**src/rtl/if_fetch_unit.sv**
```systemverilog
// Instruction-fetch stage: requests instructions from memory over a variable-latency
// req/ack handshake and owns the IF/ID pipeline register. It also drives the PC's hold
// control, so the PC advances exactly once per fetched instruction or on a redirect.
//
// state   | meaning
// --------+-------------------------------------------------------------
// IDLE    | just out of reset, no request yet
// WAIT    | request to pc_i outstanding
// HOLD    | fetched instruction buffered while the decode stage is stalled
// DISCARD | request cancelled by a flush is still outstanding; its data is dropped
module if_fetch_unit #(
    parameter int unsigned       ADDR_W    = 32,
    parameter int unsigned       DATA_W    = 32,
    parameter logic [DATA_W-1:0] NOP_INSTR = DATA_W'(32'h0000_0000)
) (
    input  logic              clk_i,
    input  logic              rst_i,
    input  logic [ADDR_W-1:0] pc_i,
    output logic              pc_stall_o,
    output logic              imem_req_o,
    output logic [ADDR_W-1:0] imem_addr_o,
    input  logic              imem_ack_i,
    input  logic [DATA_W-1:0] imem_rdata_i,
    input  logic              id_stall_i,
    input  logic              flush_i,
    output logic [DATA_W-1:0] instr_o,
    output logic [ADDR_W-1:0] pc_plus4_o,
    output logic              valid_o
);

    typedef enum logic [1:0] {
        S_IDLE    = 2'd0,
        S_WAIT    = 2'd1,
        S_HOLD    = 2'd2,
        S_DISCARD = 2'd3
    } state_e;

    state_e            state_q;
    logic [DATA_W-1:0] instr_q;
    logic [ADDR_W-1:0] pc_plus4_q;
    logic              valid_q;
    logic [DATA_W-1:0] hold_instr_q;
    logic [ADDR_W-1:0] hold_pc4_q;
    logic [ADDR_W-1:0] discard_addr_q;

    logic [ADDR_W-1:0] pc_next;
    logic              fetch_done;

    // PC+4 wraps naturally at the top of the address space
    assign pc_next    = pc_i + ADDR_W'(4);
    assign fetch_done = (state_q == S_WAIT) & imem_ack_i;

    // Memory request and PC hold control; the PC is held throughout reset
    always_comb begin
        imem_req_o  = (state_q == S_WAIT) | (state_q == S_DISCARD);
        imem_addr_o = (state_q == S_DISCARD) ? discard_addr_q : pc_i;
        pc_stall_o  = ~rst_i | ~(flush_i | fetch_done);
    end

    // Fetch FSM, hold buffer and IF/ID register; priority is flush > stall > fetch
    always_ff @(posedge clk_i or negedge rst_i) begin
        if (!rst_i) begin
            state_q        <= S_IDLE;
            instr_q        <= NOP_INSTR;
            pc_plus4_q     <= '0;
            valid_q        <= 1'b0;
            hold_instr_q   <= '0;
            hold_pc4_q     <= '0;
            discard_addr_q <= '0;
        end else begin
            case (state_q)
                S_IDLE: begin
                    state_q <= S_WAIT;
                end
                S_WAIT: begin
                    if (flush_i) begin
                        instr_q <= NOP_INSTR;
                        valid_q <= 1'b0;
                        // an unanswered request must still be drained from memory
                        if (!imem_ack_i) begin
                            discard_addr_q <= pc_i;
                            state_q        <= S_DISCARD;
                        end
                    end else if (imem_ack_i) begin
                        if (id_stall_i) begin
                            hold_instr_q <= imem_rdata_i;
                            hold_pc4_q   <= pc_next;
                            state_q      <= S_HOLD;
                        end else begin
                            instr_q    <= imem_rdata_i;
                            pc_plus4_q <= pc_next;
                            valid_q    <= 1'b1;
                        end
                    end else if (!id_stall_i) begin
                        instr_q <= NOP_INSTR;
                        valid_q <= 1'b0;
                    end
                end
                S_HOLD: begin
                    if (flush_i) begin
                        instr_q <= NOP_INSTR;
                        valid_q <= 1'b0;
                        state_q <= S_WAIT;
                    end else if (!id_stall_i) begin
                        instr_q    <= hold_instr_q;
                        pc_plus4_q <= hold_pc4_q;
                        valid_q    <= 1'b1;
                        state_q    <= S_WAIT;
                    end
                end
                S_DISCARD: begin
                    // IF/ID stays a bubble until the cancelled response has arrived
                    instr_q <= NOP_INSTR;
                    valid_q <= 1'b0;
                    if (imem_ack_i) begin
                        state_q <= S_WAIT;
                    end
                end
                default: begin
                    state_q <= S_IDLE;
                end
            endcase
        end
    end

    assign instr_o    = instr_q;
    assign pc_plus4_o = pc_plus4_q;
    assign valid_o    = valid_q;

endmodule

```
**config.mk**
```make
export PLATFORM = sky130hd
export DESIGN_NAME = if_fetch_unit
export DESIGN_NICKNAME = d
export VERILOG_FILES = /design/src/rtl/if_fetch_unit.sv
export SDC_FILE = /design/constraint.sdc
export NUM_CORES = 1
export LEC_CHECK = 0
export CORE_ASPECT_RATIO = 0.75
export CORE_MARGIN = 2
export CORE_UTILIZATION = 55
export DETAILED_ROUTE_END_ITERATION = 12
export GPL_TIMING_DRIVEN = 0
export PLACE_DENSITY = 0.85
export RECOVER_POWER = 50
export SYNTH_ARGS = -nofsm -noshare
export SYNTH_HDL_FRONTEND = slang
export SYNTH_SLANG_ARGS = --single-unit
export TNS_END_PERCENT = 100
```
**constraint.sdc**
```tcl
create_clock -name clk_i -period 4.23 [get_ports clk_i]
set_input_delay 0.846 -clock clk_i [delete_from_list [all_inputs] [get_ports clk_i]]
set_output_delay 0.846 -clock clk_i [all_outputs]
set_load 0.03 [all_outputs]
```
* After elaboration in Yosys (flattened, before gate mapping)
Cells that the tools add are included.
Storage, ports and cells: flip-flop bits (word level) 163, input port bits 69, output and inout port bits 99, logic and storage cells 68
Operators by class: $add $sub $neg 1, equal/unequal tests 15, muxes and demuxes 28, bitwise gates (word level) 8, reduce and logical (&&, ||, !) cells 9
Operators with widths (number):
- $mux W32 | 12
- $pmux W32 S3 | 1
- $pmux W32 S2 | 1
- $add A32 B3 Y32 const B | 1
- $ne A3 B3 Y1 const B | 5
- $mux W2 | 7
- $ne A2 B2 Y1 const B | 6
- $pmux W2 S4 | 1
- $reduce_and A3 Y1 | 2
- $reduce_and A6 Y1 | 1
- $mux W1 | 5
- $reduce_and A5 Y1 | 1
- $eq A2 B2 Y1 const B | 2
- $ne A4 B4 Y1 const B | 1
- $not A1 Y1 | 4
- $reduce_and A4 Y1 | 1
- $or A1 B1 Y1 | 3
- $pmux W1 S3 | 1
- $reduce_bool A3 Y1 | 1
- $eq A2 B1 Y1 const B | 1
- $logic_not A2 Y1 | 1
- $reduce_and A2 Y1 | 1
- $reduce_bool A2 Y1 | 1
- $and A1 B1 Y1 | 1

* Logic depth before layout (Yosys ltp)
depth after elaboration 5, gate-level depth with buffers 7, mapped depth without buffers 6

* Worst setup path before layout
OpenSTA, ideal clock, no wires.
path kind input-to-output, from input imem_ack_i, to output pc_stall_o, arrival time 1.833 ns, required time 3.384 ns, path slack 1.551 ns, cell stages on the path 3, path buffers 1, path through and3b_1 > clkbuf_1 > o21ai_0
Between the ends: word-level cells in the longest chain between the ends 4
Ends and longest elaborated chain:
- start: declaration | line 22 | input logic imem_ack_i,
- $and A1 B1 Y1 | line 51 | assign fetch_done = (state_q == S_WAIT) & imem_ack_i;
- $or A1 B1 Y1 | line 57 | pc_stall_o = ~rst_i | ~(flush_i | fetch_done);
- $not A1 Y1 | line 57
- $or A1 B1 Y1 | line 57
- end: declaration | line 19 | output logic pc_stall_o,
No other way between the ends.

* Worst setup path after layout
from register state_q[1], to output imem_addr_o[5]
Between the ends: word-level cells in the longest chain between the ends 2
Ends and longest elaborated chain:
- start: declaration | line 38 | state_e state_q;
- start signal: assignment | line 63 | state_q <= S_IDLE;
- start signal: assignment | line 73 | state_q <= S_WAIT;
- start signal: assignment | line 82 | state_q <= S_DISCARD;
- $eq A2 B2 Y1 | line 56 | imem_addr_o = (state_q == S_DISCARD) ? discard_addr_q : pc_i;
- $mux W32 | line 56
- end: declaration | line 21 | output logic [ADDR_W-1:0] imem_addr_o,
No other way between the ends.

==> flow_summary.toml <==
[cts]
clock_latency_ns = 0.43
cts_setup_buffers = 0
cts_root_buf = "clkbuf_16"
cts_num_sinks = 163
h-tree-depth = 4
cts_tree = "yes"
cts.path.max_buffers = 2
cts_buffers = 17
cts_resized = 0
cts_hold_buffers = 0
path_clk_slew_ns = 0.06

[route]
dr.pass1.iters = 6
vias_per_cell = 5.972
wl_per_cell_um = 20.10
drt_iter0_markers = 608
num_vias = 6354
totalWireLength_um = 21380
final_antenna_net_count = 0
drc = 0

[synth]
synth_seq_cells = 163
synth.yosys.seq_area_share = 0.5385
synthCells = 690
synthFlopType = "dfrtp_1"
synthesis.area_mm2 = 0.007575
synth_nets = 760
yosysWarnings = 0
synth_edf_count = 0
synth_area_per_cell_um2 = 10.98
synth_cell_types = 46
async_flop_share = 1.000

[global_routing]
grt_pass1_vias = 6521
grt.overflow.total = 0
grt_pass1_wl_um = 34160
grt.total_usage = 0.2991
grt_max_degree = 84
antenna_found_initial = 0

[die]
io-pin-count = 168
start_util = 0.5584
core.rowCount = 37
die_area_mm2 = 0.01474
die_h_um = 105.6
fp.dieW_um = 139.5
coreArea_mm2 = 0.01356

[cells_and_area]
layout_commonest_cell = "dfrtp_1"
drive_gt1_frac = 0.1813
multiInputGateArea_mm2 = 0.003216
area_delta_synth_final_pct = 33.42
nNetsFinal = 945
final_area_mm2 = 0.01011
fillers = 908
seqCellArea_mm2 = 0.004079
fin_util = 0.7450
final_cell_mix = "dfrtp_1 (163), clkdlybuf4s50_1 (151), mux2_2 (99)"

[power_and_ir_drop]
power.density_mw_per_mm2 = 519.5
vdd_drop_max_v = 0.0003938
cellLeakagePower_nw = 4.242

[place]
globalplace.congestion = 0.8558
place_area_mm2 = 0.009474
dp_hpwl_um = 15020
portBuffers = 165
place_ws_ns = 0.5693

[sta]
grt_setup_unrepaired = "no"
slew_violations = 0
final_hold_viol_count = 0
tns_ns = 0
max_freq_mhz = 267.2
fin_crit_sh = 0.8849
tightest_slew_ns = 1.061
maxSlewHeadroom = 0.2872
setup_violations = 0
layout_setup_ws_ns = 0.4869
clock_skew_ns = 0.004821
fin_crit_ns = 3.743

[run]
max_cap_violations = 0

[critical_path]
crit_path_start_kind = "flip-flop"
worstSetupEndpointType = "output port"
crit_required_ns = 3.38
crit_path_max_fanout = 10
setup.worst_path.class = "flip-flop to output port"
worstPathArrival_ns = 2.90

[outcome]
status = "finished clean"

[min_path]
min-delay-path-class = "input port to async pin"
-- where the power goes --
| part | total (mW) | leakage (nW) | internal [mW] | switching, mW |
|---|---|---|---|---|
| sequential | 2.12 | 1.95 | 1.92 | 0.202 |
| clock | 1.68 | 0.306 | 1.04 | 0.638 |
| combinational | 1.44 | 1.98 | 0.654 | 0.790 |
-- flip-flops by register name, indices dropped and copies added, names as in the netlist --
signal and flops:
discard_addr_q 32, hold_instr_q 32, hold_pc4_q 32, instr_o 32, pc_plus4_o 32, state_q 2
valid_o 1
-- cell type report --
type / instances / area share
buffer: 49 / 0.02489
multi-input combinational: 473 / 0.3182
antenna: 1 / 0.0002476
tap: 175 / 0.02167
sequential: 163 / 0.4036
clock buffer: 18 / 0.04247
inverter: 5 / 0.001857
timing repair buffer: 166 / 0.1663
clock inverter: 14 / 0.02080
-- synth_stat cells (8+ instances only) --
library cell / instances / area [µm²]
a21oi_1: 86 / 430.4
a22oi_1: 33 / 247.7
and3_1: 14 / 87.58
buf_2: 19 / 95.09
clkbuf_1: 18 / 67.56
dfrtp_1: 163 / 4079
mux2_2: 99 / 1115
nand2_1: 24 / 90.09
nand3_1: 16 / 80.08
nand4_1: 9 / 56.30
nor2_1: 87 / 326.6
nor3_1: 8 / 40.04
o21ai_0: 24 / 120.1
o22ai_1: 11 / 68.82
xnor2_1: 12 / 105.1
xor2_1: 15 / 131.4
-- critical path: stages (launching register included) --
cell	delay, ns
dfrtp_1	0.41
clkbuf_1	0.22
nand2_1	0.31
buf_1	0.49
mux2_2	0.43
clkdlybuf4s50_1	0.60
-- logic make-up after synthesis --
| family | after synthesis | synth area share |
|---|---|---|
| AO/OA/AOI/OAI | 170 | 0.1302 |
| XOR/XNOR | 27 | 0.03122 |
| adder cells (fa/ha/maj) | 2 | 0.002973 |
| buffers and inverters | 54 | 0.03650 |
| flip-flops | 163 | 0.5385 |
| multiplexers | 100 | 0.1485 |
| AND/OR/NAND/NOR | 174 | 0.1122 |
-- metal layers --
| layer | vias to the layer above | share of wire | global-route usage |
|---|---|---|---|
| li1 | 2841 | - | - |
| met1 | 3179 | 0.42 | 0.4083 |
| met2 | 280 | 0.47 | 0.4685 |
| met3 | 54 | 0.076 | 0.06633 |
| met4 | 0 | 0.032 | 0.1234 |
| met5 | - | 0 | 0 |
-- path summary, 6_finish.rpt --
| path | startpoint | endpoint | slack, ns | cells past startpoint |
|---|---|---|---|---|
| worst max-delay path | state_q[1]$_DFFE_PN0P_ | imem_addr_o[5] | 0.49 | 5 |
| worst min-delay path | rst_i | discard_addr_q[30]$_DFFE_PN0P_ | 0.45 | 1 |
| worst max register to register | state_q[0]$_DFFE_PN0P_ | pc_plus4_o[21]$_DFFE_PN0P_ | 1.77 | 7 |
| worst min register to register | pc_plus4_o[7]$_DFFE_PN0P_ | pc_plus4_o[7]$_DFFE_PN0P_ | 0.48 | 1 |
| max in group asynchronous | rst_i | hold_instr_q[16]$_DFFE_PN0P_ | 2.91 | 2 |
| min in group clk_i | pc_plus4_o[7]$_DFFE_PN0P_ | pc_plus4_o[7]$_DFFE_PN0P_ | 0.48 | 1 |
-- stage by stage --
stage | cells | total power [mW] | hold slack, ns
4_1_cts | 1063 | 5.281 | 0.4785
6_report | 1064 | 5.250 | 0.4534
5_1_grt | 1063 | 5.458 | 0.5085
2_1_floorplan | 690 | 2.948 | 0.4767
3_3_place_gp | 1030 | 3.511 | 0.4616
3_5_place_dp | 1031 | 3.584 | 0.4645
No activity file was read; power rests on OpenSTA's default activity.
